File: config.mk
export PLATFORM = sky130hd
export DESIGN_NAME = external_interrupt_gateway
export DESIGN_NICKNAME = d
export VERILOG_FILES = /design/src/rtl/external_interrupt_gateway.sv
export SDC_FILE = /design/constraint.sdc
export NUM_CORES = 1
export LEC_CHECK = 0
export ABC_AREA = 1
export CAP_MARGIN = 10
export CORE_MARGIN = 8
export CORE_UTILIZATION = 50
export CTS_CLUSTER_SIZE = 16
export DETAILED_ROUTE_END_ITERATION = 6
export PLACE_DENSITY = 0.71
export SYNTH_ARGS = -nofsm -noshare
export SYNTH_HDL_FRONTEND = slang
export SYNTH_SLANG_ARGS = --single-unit
File: constraint.sdc
create_clock -name clk -period 9.9 [get_ports clk]
set_clock_uncertainty 0.1 [all_clocks]
set_input_delay 2.475 -clock clk [delete_from_list [all_inputs] [get_ports clk]]
set_output_delay 2.475 -clock clk [all_outputs]
set_load 0.1 [all_outputs]
File: src/rtl/external_interrupt_gateway.sv
// External interrupt gateway: per-source IDLE/PENDING/INFLIGHT gateways, priority/enable/threshold
// arbitration, registered request/code outputs and a claim/complete handshake.
module external_interrupt_gateway #(
    parameter int unsigned NUM_SOURCES = 8,
    parameter int unsigned PRIO_WIDTH  = 3,
    parameter int unsigned ID_WIDTH    = 4
) (
    input  logic                   clk,
    input  logic                   rst,
    input  logic [NUM_SOURCES-1:0] irqSrc,
    input  logic                   cfgWE,
    input  logic [1:0]             cfgSel,
    input  logic [ID_WIDTH-1:0]    cfgId,
    input  logic [PRIO_WIDTH-1:0]  cfgData,
    input  logic                   claimReq,
    input  logic                   completeReq,
    input  logic [ID_WIDTH-1:0]    completeId,
    output logic                   reqExternalInterrupt,
    output logic [ID_WIDTH-1:0]    externalInterruptCode,
    output logic                   claimValid,
    output logic [ID_WIDTH-1:0]    claimId
);

    typedef enum logic [1:0] {
        GW_IDLE     = 2'd0,
        GW_PENDING  = 2'd1,
        GW_INFLIGHT = 2'd2
    } gw_state_t;

    localparam logic [1:0] SEL_PRIO   = 2'd0;
    localparam logic [1:0] SEL_ENABLE = 2'd1;
    localparam logic [1:0] SEL_THRESH = 2'd2;

    gw_state_t              state_q [NUM_SOURCES];
    gw_state_t              state_d [NUM_SOURCES];
    logic [PRIO_WIDTH-1:0]  prio_q  [NUM_SOURCES];
    logic [NUM_SOURCES-1:0] enable_q;
    logic [PRIO_WIDTH-1:0]  threshold_q;

    logic                   winner_valid_c;
    logic [ID_WIDTH-1:0]    winner_id_c;
    logic [PRIO_WIDTH-1:0]  winner_prio_c;

    // Arbitration: strict '>' scanning upward keeps the lowest ID on a priority tie.
    always_comb begin
        winner_valid_c = 1'b0;
        winner_id_c    = '0;
        winner_prio_c  = '0;
        for (int i = 0; i < int'(NUM_SOURCES); i++) begin
            if (state_q[i] == GW_PENDING && enable_q[i] && prio_q[i] > threshold_q &&
                (!winner_valid_c || prio_q[i] > winner_prio_c)) begin
                winner_valid_c = 1'b1;
                winner_id_c    = ID_WIDTH'(i + 1);
                winner_prio_c  = prio_q[i];
            end
        end
    end

    // Gateway next state; claim only moves PENDING and complete only moves INFLIGHT, so they never collide.
    always_comb begin
        for (int i = 0; i < int'(NUM_SOURCES); i++) begin
            state_d[i] = state_q[i];
            case (state_q[i])
                GW_IDLE: begin
                    if (irqSrc[i]) state_d[i] = GW_PENDING;
                end
                GW_PENDING: begin
                    if (claimReq && winner_id_c == ID_WIDTH'(i + 1)) state_d[i] = GW_INFLIGHT;
                end
                GW_INFLIGHT: begin
                    if (completeReq && completeId == ID_WIDTH'(i + 1)) state_d[i] = GW_IDLE;
                end
                default: state_d[i] = GW_IDLE;
            endcase
        end
    end

    always_ff @(posedge clk) begin
        for (int i = 0; i < int'(NUM_SOURCES); i++) begin
            if (rst) state_q[i] <= GW_IDLE;
            else     state_q[i] <= state_d[i];
        end
    end

    // Configuration registers; IDs outside 1..NUM_SOURCES match no source and are dropped.
    always_ff @(posedge clk) begin
        if (rst) begin
            for (int i = 0; i < int'(NUM_SOURCES); i++) prio_q[i] <= '0;
            enable_q    <= '0;
            threshold_q <= '0;
        end else if (cfgWE) begin
            for (int i = 0; i < int'(NUM_SOURCES); i++) begin
                if (cfgId == ID_WIDTH'(i + 1)) begin
                    if (cfgSel == SEL_PRIO)   prio_q[i]   <= cfgData;
                    if (cfgSel == SEL_ENABLE) enable_q[i] <= cfgData[0];
                end
            end
            if (cfgSel == SEL_THRESH) threshold_q <= cfgData;
        end
    end

    always_ff @(posedge clk) begin
        if (rst) begin
            reqExternalInterrupt  <= 1'b0;
            externalInterruptCode <= '0;
            claimValid            <= 1'b0;
            claimId               <= '0;
        end else begin
            reqExternalInterrupt  <= winner_valid_c;
            externalInterruptCode <= winner_id_c;
            claimValid            <= claimReq;
            claimId               <= claimReq ? winner_id_c : '0;
        end
    end

endmodule

==> run metrics, run 1 <==
status=finished clean; die area=11260 um^2; Max clock buf depth=2; Crit path top cell by count=nand2_1; All-Layer GR Usage=approximately 18%; Util after Layout=60.67%; area of the core=8051 um^2; Sink Count=around 60; number of global-route vias before repair=3535; pre-CTS WS=roughly 0.64 ns; GP Congestion=0.9191; slew margin rel.=around a third; Cells after Synth=about 540; fmax=110.7 MHz; n_diodes=0; async set-reset flop share out of synthesis=0%; Final Cycle Share=91.28%; Initial Utilization=50.44%; area grow syn2layout=20.27%; largest net degree at the start of global routing=26; Max stage delay on crit path=0.36 ns; mapped cell area=4061 um^2; drt total wl=approximately 9500 um; drt wl/cell=13.66 um; largest cells by area after synthesis=dfxtp_1 18%, edfxtp_1 18%, ha_1 14%; Leak=2.205 nW; Die Y=106.1 um; Crit path max-delay family=simple AND/OR/NAND/NOR gates; first-iteration detailed-routing DRC count=219; dpl hpwl=7687 um; die width=106.1 um; FP Rows=33; Finish-stage setup viols=0; Critical-path top delay cell=dfxtp_1; Worst setup SP type=flip-flop; Fin. Hold Viols=0; Top Ports=36; CTS H-tree depth=3; Post-synth top flop=dfxtp_1; post-synthesis register bit count=around 60; Synth Warn #=0; final setup margin=0.8633 ns; critical path arrival=about 9.2 ns; Max Cap Viol=0; Crit Path Category=reg2reg; post-synth top area share=18.24%; Clk Latency, worst-skew pair=0.34 ns; Seq/Total Area, Yosys=a little over a third; number of synthesized flops with an enable pin=24; Least-Margin Pin Slew=0.9752 ns; Synth area leader=dfxtp_1; Port Buf Inserts=35; nets=660; CTS tree=yes; Inserted Clock Buffers=9; GR Overflow Total=0; clock slew at reported path FFs=0.07 ns; Final ANT Viol Nets=0; vias per cell=5.215; PwrDens=120.0 nW/um^2; fin. max-slew vios=0; first-pass iteration count of the detailed router=5; most numerous cell in the Yosys netlist=nand2_1; crit-path max FO=10; synthesized area per cell=7.591 um^2; worst min-delay path class=reg2reg; share of cells above drive strength 1=14.31%; maximum vdd drop=0.00008119 V; antenna violations before repair=0; Synth cell types=33; crit path buf inv count=4; Final Power=just under 0.6 mW; crit end category=flip-flop; Data required, critical path=10.02 ns; global-route wire length before repair=roughly 16000 um; Remaining DRCs=0; crit path time final=9.037 ns; Net Count, Synth=slightly above 600; total number of vias=between 3000 and 4000; synth cell count leaders=108 x nand2_1, 67 x inv_1, 61 x nor2_1, 48 x nand3_1, 45 x ha_1; clock root cell=clkbuf_8
-- where the power goes --
part | internal, mW | switching [mW] | total, mW
combinational | 0.0353 | 0.0487 | 0.0840
sequential | 0.271 | 0.00698 | 0.278
clock | 0.122 | 0.102 | 0.225
-- state kept, by name, summed over array words and instances, names as in the netlist --
register and count:
prio_q 24, enable_q 8, state_q 16, claimValid 1
externalInterruptCode 4, claimId 4, threshold_q 3, reqExternalInterrupt 1
-- tightest hold or removal path: stages, from the launching register on --
cell and delay, ns:
dfxtp_1 0.31, inv_1 0.05, a21oi_1 0.05
-- what timing repair did --
item | 4_1_cts | 5_1_grt
resized for setup | 0 | 9
setup endpoints to repair | 0 | 14
hold buffers | 0 | 0
setup buffers | 0 | 13
-- cell families (layout without fill, tap and decap cells) --
family	Yosys count	count (layout)	synth area share, %
and+or+nand+nor	272	272	31.67
buffers and inverters	79	138	7.301
AOI/OAI and AO/OA	78	78	11.18
DFF	61	61	35.98
adders and majority gates	45	45	13.86
-- cell usage in the layout (no fill, tap or decap), types with 6 or more instances in the layout --
| master | Yosys | layout |
|---|---|---|
| nand2_4 | 8 | 8 |
| nor3_1 | 8 | 8 |
| clkbuf_8 | 0 | 9 |
| dfxtp_1 | 37 | 37 |
| a21oi_1 | 33 | 33 |
| nand3_1 | 48 | 45 |
| edfxtp_1 | 24 | 24 |
| clkdlybuf4s50_1 | 0 | 35 |
| a21oi_2 | 7 | 7 |
| ha_1 | 45 | 44 |
| buf_4 | 0 | 15 |
| o211ai_1 | 6 | 6 |
| inv_1 | 67 | 65 |
| nand2_1 | 108 | 108 |
| o21ai_0 | 22 | 21 |
| nor2_1 | 61 | 61 |
| nand2_2 | 13 | 13 |
-- worst paths after layout --
kind	startpoint	depth (start not counted)	to	slack, ns
hold reg to reg	enable_q[0]	2	enable_q[0]	0.36
setup / recovery	threshold_q[1]	69	state_q[1][2]	0.86
setup reg to reg	threshold_q[1]	69	state_q[1][2]	0.86
hold / removal	enable_q[0]	2	enable_q[0]	0.36
-- per-layer routing --
| metal | share of wire [%] | wire [um] | GRT usage, % | vias up |
|---|---|---|---|---|
| li1 | - | - | - | 1883 |
| met1 | 46 | 4361 | 21.06 | 1662 |
| met2 | 49 | 4705 | 30.88 | 83 |
| met3 | 3.0 | 286 | 2.480 | 17 |
| met4 | 2.0 | 192 | 6.834 | 0 |
| met5 | 0 | 0 | 0 | - |
-- final cells by class --
type,count,area (um^2)
inverters,72,277.8
fillers,742,3167
repair buffers,50,462.9
clock buffers,11,173.9
multi-input cells,395,2341
flip-flops and latches,61,1461
well taps,105,131.4
clock inverters,5,36.28
-- per-stage QoR --
step | cell area, um^2 | TNS [ns] | cells | hold slack [ns]
3_5_place_dp | 4532 | 0 | 670 | 0.3528
3_3_place_gp | 4532 | 0 | 670 | 0.3417
2_1_floorplan | 4061 | 0 | 535 | 0.3246
5_1_grt | 4885 | -0.1531 | 699 | 0.3780
4_1_cts | 4742 | 0 | 686 | 0.3630
6_report | 4885 | 0 | 699 | 0.3601
Note: power is estimated with default switching activity, not from simulation.
==> run 2, diff against run 1 <==
- clock period: 9.9 -> 10.1 ns (I/O delays scaled with it)
==> run 2 against run 1 <==
Effect of this change:
- first-iteration DRC count down 21%
- register-to-register slack improved by 0.09 ns
- clock power down 12%
- power is 6.3% lower
- hold slack worse by 0.0048 ns
- largest cell class unchanged
- global-route usage grew 0.27 points
- count of clock-buffer cells in the layout grew 2
- fmax is 1.2% lower
- sequential share of layout area up 0.91 points
==> run metrics, run 2 (synthesis gave the netlist of run 1 again) <==
drt wl/cell=13.88 um (was 13.66 um); Max stage delay on crit path=0.35 ns (was 0.36 ns); Data required, critical path=10.22 ns (was 10.02 ns); Least-Margin Pin Slew=0.9836 ns (was 0.9752 ns); Clk Latency, worst-skew pair=0.34 ns (about the same); n_diodes=0 (unchanged); RSZ-0062 raised after global routing=no; nets=649 (was 660); pre-CTS WS=0.8539 ns (was 0.6361 ns); Crit path max-delay family=simple AND/OR/NAND/NOR gates (unchanged); die width=106.1 um (unchanged); Remaining DRCs=0 (unchanged); Critical-path top delay cell=dfxtp_1 (unchanged); Final Cycle Share=90.57% (was 91.28%); power share of the combinational group=14.4% (was 14.3%); area grow syn2layout=16.82% (was 20.27%); sw frac=27.09% (was 26.95%); Regs by FF count=prio_q (24), state_q (16), enable_q (8) (unchanged); first-pass iteration count of the detailed router=5 (unchanged); combined area of the multi-input logic cells=2313 um^2 (was 2341 um^2); worst-case reg-to-reg path depth=69 (unchanged); die area=11260 um^2 (unchanged); CP Depth=69 (unchanged); maximum vdd drop=0.00007172 V (was 0.00008119 V); vias per cell=5.279 (was 5.215); number of global-route vias before repair=3588 (was 3535); NetSw=0.1488 mW (was 0.1580 mW); Final Power=0.5493 mW (was 0.5862 mW); clock power share=35.9% (was 38.3%); Top Ports=36 (unchanged); setup total negative slack=0 ns (unchanged); slew margin rel.=34.22% (was 34.78%); fmax=109.3 MHz (was 110.7 MHz); FP Rows=33 (unchanged); Max Cap Viol=0 (unchanged); global-route wire length before repair=16100 um (was 16130 um); Leak=2.143 nW (was 2.205 nW); CTS H-tree depth=3 (unchanged); Worst setup SP type=flip-flop (unchanged); status=finished clean (unchanged); final setup margin=0.9528 ns (was 0.8633 ns); largest net degree at the start of global routing=26 (unchanged); GR Overflow Total=0 (unchanged); critical path arrival=9.27 ns (was 9.16 ns); most common cell after layout, fill and taps aside=nand2_1 (unchanged); placed instance area=4524 um^2 (was 4532 um^2); CTS Hold Bufs=0 (unchanged); highest-count cells in the layout ignoring fill and taps=108 x nand2_1, 65 x inv_1, 61 x nor2_1 (unchanged); Inserted Clock Buffers=9 (unchanged); dpl hpwl=7729 um (was 7687 um); sequential power share=49.7% (was 47.4%); Sink Count=61 (unchanged); Finish-stage setup viols=0 (unchanged); total number of vias=3632 (was 3645); clock slew at reported path FFs=0.07 ns (about the same); most flop-heavy register=prio_q (unchanged); drt total wl=9549 um (was 9545 um); register area=1463 um^2 (was 1461 um^2); worst min-delay path class=reg2reg (unchanged); crit end category=flip-flop (unchanged); Crit path top cell by count=nand2_1 (unchanged); Finished Cell Area=4745 um^2 (was 4885 um^2); Hold Path Depth=1 (was 2); post-route insts no fill=688 (was 699); Die Y=106.1 um (unchanged); fin. max-slew vios=0 (unchanged); Port Buf Inserts=35 (unchanged); Crit Path Category=reg2reg (unchanged); Pint=0.4005 mW (was 0.4282 mW); clock root cell=clkbuf_8 (unchanged); All-Layer GR Usage=17.81% (was 17.53%); FILL cells=730 (was 742); antenna violations before repair=0 (unchanged); Final ANT Viol Nets=0 (unchanged); Fin. Hold Viols=0 (unchanged); Initial Utilization=50.44% (unchanged); first-iteration detailed-routing DRC count=174 (was 219); Post-Place Cells=669 (was 670); CTS tree=yes (unchanged); Largest register FFs=24 (unchanged); crit-path max FO=10 (unchanged); share of cells above drive strength 1=12.01% (was 14.31%); Max clock buf depth=2 (unchanged); crit path time final=9.147 ns (was 9.037 ns); crit path buf inv count=4 (unchanged); area of the core=8051 um^2 (unchanged); PwrDens=115.8 nW/um^2 (was 120.0 nW/um^2); GP Congestion=0.8809 (was 0.9191)
run 2: changes by cell type in the layout (fill, tap and decap cells not counted), sizes merged:
cell / change
inv: -1
clkinvlp: -1
buf: -11
clkbuf: +2
run 2: what timing repair did:
action	4_1_cts	5_1_grt
setup endpoints to repair	0	9
endpoints found under the hold margin	0	0
gates resized for setup	0	5
buffers inserted	0	3
run 2: stage by stage:
stage	util, %	hold slack (ns)
CTS	58.41	0.3607
finish	58.93	0.3554
global route	58.93	0.3898
detailed placement	56.19	0.3508
global placement	56.19	0.3416
floorplan	-	0.3246
run 2: cell type report:
class,count,share of cell area (%)
inverters,72,5.854
well taps,105,2.769
repair buffers,39,8.017
flip-flops and latches,61,30.83
clock buffers,13,3.349
clock inverters,3,0.4219
multi-input cells,395,48.76
run 2: final timing paths:
check | slack [ns] | to | start
worst max-delay path | 0.95 | state_q[0][6] | threshold_q[2]
worst min register to register | 0.36 | state_q[0][0] | state_q[0][0]
worst min-delay path | 0.36 | state_q[0][0] | state_q[0][0]
worst max register to register | 0.95 | state_q[0][6] | threshold_q[2]
run 2: power by group through the flow:
stage	combinational [mW]	sequential, mW	clock (mW)
floorplan	0.0504	0.277	0
global placement	0.0731	0.278	0
detailed placement	0.0775	0.278	0
CTS	0.0780	0.273	0.198
global route	0.0906	0.274	0.210
finish	0.0789	0.273	0.197
run 2: routing by layer:
| layer | GRT usage (%) | wire (um) |
|---|---|---|
| met1 | 20.70 | 4189 |
| met2 | 30.03 | 4603 |
| met3 | 3.872 | 465 |
| met4 | 9.548 | 291 |
| met5 | 0 | 0 |
==> patch 1: new RTL, flow settings as in run 2 <==
`PRIO_WIDTH`: 3 -> 6.
--- a/src/rtl/external_interrupt_gateway.sv
+++ b/src/rtl/external_interrupt_gateway.sv
@@ -2,7 +2,7 @@
 // arbitration, registered request/code outputs and a claim/complete handshake.
 module external_interrupt_gateway #(
     parameter int unsigned NUM_SOURCES = 8,
-    parameter int unsigned PRIO_WIDTH  = 3,
+    parameter int unsigned PRIO_WIDTH  = 6,
     parameter int unsigned ID_WIDTH    = 4
 ) (
     input  logic                   clk,
Interface: changed (resized cfgData); port bits go from 36 to 39. No check against the original RTL was run, so the function may have changed too.
==> patch 1 against run 2 <==
The run now ends with negative setup slack left; worst setup slack got worse by 1.0 ns; sequential power increased by 52%; wire length increased by 100%; area after synthesis increased by 56%; utilization increased by 9.8 points; non-clock buffer count increased by 63; sequential cell count increased by 27; power increased by 65%; final area increased by 81%.
==> patch 1: results (changes against run 2) <==
[run_status]
status = finished, violations left
violations = negative setup slack

[sta]
setup_violations = 6  ; +6
setup_slack_ns = -0.0618  ; -1.01 ns
relSlewSlack_pct = 28.5  ; -5.7 points
hold_slack_ns = 0.353  ; -0.00208 ns

[floorplan]
rows = 41  ; +24%

[drt]
drtIter0Drc = 458  ; +160%
vias = 5995  ; +65%
wire_per_inst_um = 17.8  ; +28%
avgViaCountPerCell = 5.56  ; +5.2%

[final_layout]
top_regs = prio_q x48, state_q x16, enable_q x8
area_share_clock_buf_inv_pct = 3.46  ; -0.31 points
num-multi-input-gates = 587  ; +49%
n_all_inverters = 114  ; +58%
multi_input_area_share_pct = 52.3  ; +3.5 points
buffers = 102  ; +160%

[global_routing]
grt_pass1_vias = 5807  ; +62%
grt_use_total_pct = 21.7  ; +3.9 points

[logic_synthesis]
avgSynthCellArea_um2 = 7.90  ; +4.0%
synth_nets = 919  ; +52%
synth.distinct_cells = 37  ; +12%
synthAdderAreaFrac_pct = 17.8  ; +4.0 points
synth-edff-count = 48  ; +100%
yosysSeqAreaShare_pct = 35.5  ; -0.48 points
dominantRegCellSynth = edfxtp_1

[power]
ir_drop_mv = 0.104  ; +45%

[hold_path]
worstHoldEndpoint = enable_q[0]$_SDFFE_PP0P_
hold_depth = 2  ; +1

[place]
dp.cells = 1031  ; +54%
place.detailed.hpwl_um = 13600  ; +76%
place.gp.congestion = 0.963  ; +9.3%

[cts]
root_buffer = clkbuf_16
post_cts_resized = 56  ; +56

[critical_path]
r2r_end = state_q[1][3]$_SDFFE_PP0P_
r2r_cells = 81  ; +17%
crit_slowest_cell = edfxtp_1
slowest_delay_ns = 0.47  ; +0.12 ns
r2r-start = prio_q[0][5]$_SDFFCE_PN0P_

[patch 1: where the power goes]
| group | internal [W] | switching [W] | total [W] |
|---|---|---|---|
| sequential | 0.000394 | 0.0000194 | 0.000414 |
| combinational | 0.0000691 | 0.0000942 | 0.000163 |
| clock | 0.000192 | 0.000138 | 0.000330 |
| total | 0.000655 | 0.000252 | 0.000907 |
[patch 1: logic make-up (layout without fill, tap and decap cells)]
logic type / after synthesis / count (layout)
buffers and inverters: 127 / 232
AOI/OAI and AO/OA: 132 / 132
and+or+nand+nor: 363 / 365
DFF: 88 / 88
adders and majority gates: 90 / 90
[patch 1: routing by layer]
| layer | global-route usage [%] | vias to the layer above | part of all wire, % |
|---|---|---|---|
| li1 | - | 2890 | - |
| met1 | 26.6 | 2807 | 41 |
| met4 | 9.30 | 0 | 3.5 |
| met2 | 37.0 | 246 | 49 |
| met3 | 3.60 | 52 | 6.5 |
| met5 | 0 | - | 0 |
==> patch 2: new RTL, config.mk and constraints of run 2 <==
Without the edit above. Register the output `externalInterruptCode` once more, with the module's reset; this adds one clock of latency there. The other outputs are not delayed to match.
--- a/src/rtl/external_interrupt_gateway.sv
+++ b/src/rtl/external_interrupt_gateway.sv
@@ -30,6 +30,8 @@
     localparam logic [1:0] SEL_PRIO   = 2'd0;
     localparam logic [1:0] SEL_ENABLE = 2'd1;
     localparam logic [1:0] SEL_THRESH = 2'd2;
+
+    logic [ID_WIDTH-1:0] externalInterruptCode_s0;
 
     gw_state_t              state_q [NUM_SOURCES];
     gw_state_t              state_d [NUM_SOURCES];
@@ -102,16 +104,24 @@
     always_ff @(posedge clk) begin
         if (rst) begin
             reqExternalInterrupt  <= 1'b0;
-            externalInterruptCode <= '0;
+            externalInterruptCode_s0 <= '0;
             claimValid            <= 1'b0;
             claimId               <= '0;
         end else begin
             reqExternalInterrupt  <= winner_valid_c;
-            externalInterruptCode <= winner_id_c;
+            externalInterruptCode_s0 <= winner_id_c;
             claimValid            <= claimReq;
             claimId               <= claimReq ? winner_id_c : '0;
         end
     end
 
+    always_ff @(posedge clk) begin
+        if (rst) begin
+            externalInterruptCode <= '0;
+        end else begin
+            externalInterruptCode <= externalInterruptCode_s0;
+        end
+    end
+
 endmodule
 
Behaviour: not the same (a bounded check fails within 4 cycles, from zero or initial values and one cycle with rst high).
==> patch 2 against run 2 <==
Combinational power grew 3.3%; power rose by 11%; wire length increased by 5.7%; area after synthesis up 2.4%; sequential cell count grew 4; clock power grew 20%; via count up 2.5%; final area up 3.1%; utilization grew 1.2 points; worst setup slack better by 0.033 ns; synthesized cell count up 1.7%; critical path type unchanged.
==> patch 2: results (changes against run 2) <==
[cts]
cts_buffers = 9  ; unchanged
clockBufferDepth = 2  ; unchanged
cts.htree.levels = 3  ; unchanged
root_buffer = clkbuf_8
cts.sinks = 65  ; +6.6%

[place]
dp.cells = 677  ; +1.2%
placed_area_um2 = 4610  ; +2.0%
place.gp.congestion = 0.872  ; -0.96%
place.detailed.hpwl_um = 8080  ; +4.6%
place_ws_ns = 0.779  ; -0.0750 ns

[critical_path]
startpoint = threshold_q[2]$_SDFFE_PP0P_
slowest_delay_ns = 0.36
crit_slowest_cell = dfxtp_1
cp.arrival_ns = 9.19  ; -0.08 ns
ff2ff_setup_slack_ns = 0.99  ; +0.03 ns

[hold_path]
hp-class = reg -> reg
hp-start = externalInterruptCode_s0[2]$_SDFF_PP0_

[logic_synthesis]
syn_inst = 544  ; +1.7%
synth_nets = 615  ; +1.5%
synth_area_leaders = dfxtp_1 (20%), edfxtp_1 (17%), ha_1 (14%)
yosysSeqAreaShare_pct = 37.1  ; +1.1 points
synthArstFlopShare_pct = 0  ; unchanged
synth_warnings = 0  ; unchanged
synth_common_cells = nand2_1 (113), inv_1 (67), nor2_1 (63), nand3_1 (51), ha_1 (45)

[power]
p_leak_nw = 2.19  ; +2.3%
seq_cell_power_w = 0.000289  ; +6%
ir_drop_mv = 0.0815  ; +14%
power_density_nw_per_um2 = 124  ; +7.2%
comb-power_w = 0.0000815  ; +3.3%
cell_internal_pwr_w = 0.000444  ; +11%

[final_layout]
num-multi-input-gates = 402  ; +1.8%
multiInputGateArea_um2 = 2340  ; +1.2%
seq-cell-share_pct = 31.5  ; +0.71 points
drive_gt1_share_pct = 12.0  ; -0.034 points
finish.net_count = 659  ; +1.5%
area_share_clock_buf_inv_pct = 4.37  ; +0.60 points
n_all_inverters = 70  ; -2.8%
nClkBuffers = 11  ; -2
nonClkBufAreaFrac_pct = 7.93  ; -0.088 points
nFillCells = 709  ; -2.9%
instances_no_fill = 698  ; +1.5%
insertedDiodeCount = 0  ; unchanged
buffers = 40  ; +2.6%

[drt]
finalWirelength_um = 10100  ; +5.7%
drt-pass1-iter-count = 7  ; +2
vias = 3723  ; +2.5%
drtIter0Drc = 206  ; +18%

[run_status]
status = complete, no violations

[global_routing]
grt_pass1_wl_um = 17000  ; +5.7%
grt_max_degree = 29  ; +12%
grt_use_total_pct = 18.4  ; +0.62 points
grt_pass1_vias = 3620  ; +0.89%

[sta]
tightest_slew_ns = 1.15  ; +0.166 ns
fin_crit_ns = 9.11  ; -0.0329 ns

==> patch 2: cell types whose count changed after synthesis, sizes merged, moves of 2 or more <==
cell / before / now
a31oi: 2 / 0
dfxtp: 37 / 41
inv: 71 / 68
nand2: 129 / 136
nand3: 51 / 53
nor2: 68 / 71
o211ai: 6 / 3
o21ai: 26 / 28
==> patch 2: through the flow <==
stage | hold slack [ns] | util [%]
after floorplan | 0.288 | -
after global placement | 0.292 | 56.7
after detailed placement | 0.295 | 56.7
after CTS | 0.300 | 59.4
after global routing | 0.322 | 60.1
final | 0.300 | 60.1
==> patch 2: final timing paths <==
kind                                                       endpoint  cells after the start
worst max register to register           state_q[1][4]$_SDFFE_PP0P_                     69
worst min-delay path            externalInterruptCode[2]$_SDFF_PP0_                      2
worst min register to register  externalInterruptCode[2]$_SDFF_PP0_                      2
worst max-delay path                     state_q[1][4]$_SDFFE_PP0P_                     69
==> patch 2: logic make-up after synthesis <==
| logic type | count (synthesis) | synth area share [%] |
|---|---|---|
| AOI/OAI and AO/OA | 74 | 10.5 |
| and+or+nand+nor | 283 | 31.9 |
| buffers and inverters | 77 | 6.98 |
| adders and majority gates | 45 | 13.5 |
| DFF | 65 | 37.1 |
==> patch 2: what timing repair did <==
item | in CTS | in global routing
hold endpoints to repair | 0 | 0
gates resized for setup | 0 | 8
endpoints found under the setup margin | 0 | 14
buffers inserted | 0 | 5
==> patch 2: layer usage <==
layer  wire [µm]  up-vias  track usage, %
met3         444       14            3.24
li1            -     1895               -
met2        4870       91            30.5
met4         148        0            7.24
met5           0        -               0
met1        4630     1723            23.3
==> patch 2: worst max-delay path, delay by kind of cell (launching register included) <==
kind	cells	cell delay [ns]
fa+ha+maj	8	2.34
buf+inv	4	0.31
simple gates	42	4.14
flops	1	0.36
compound gates	15	1.68
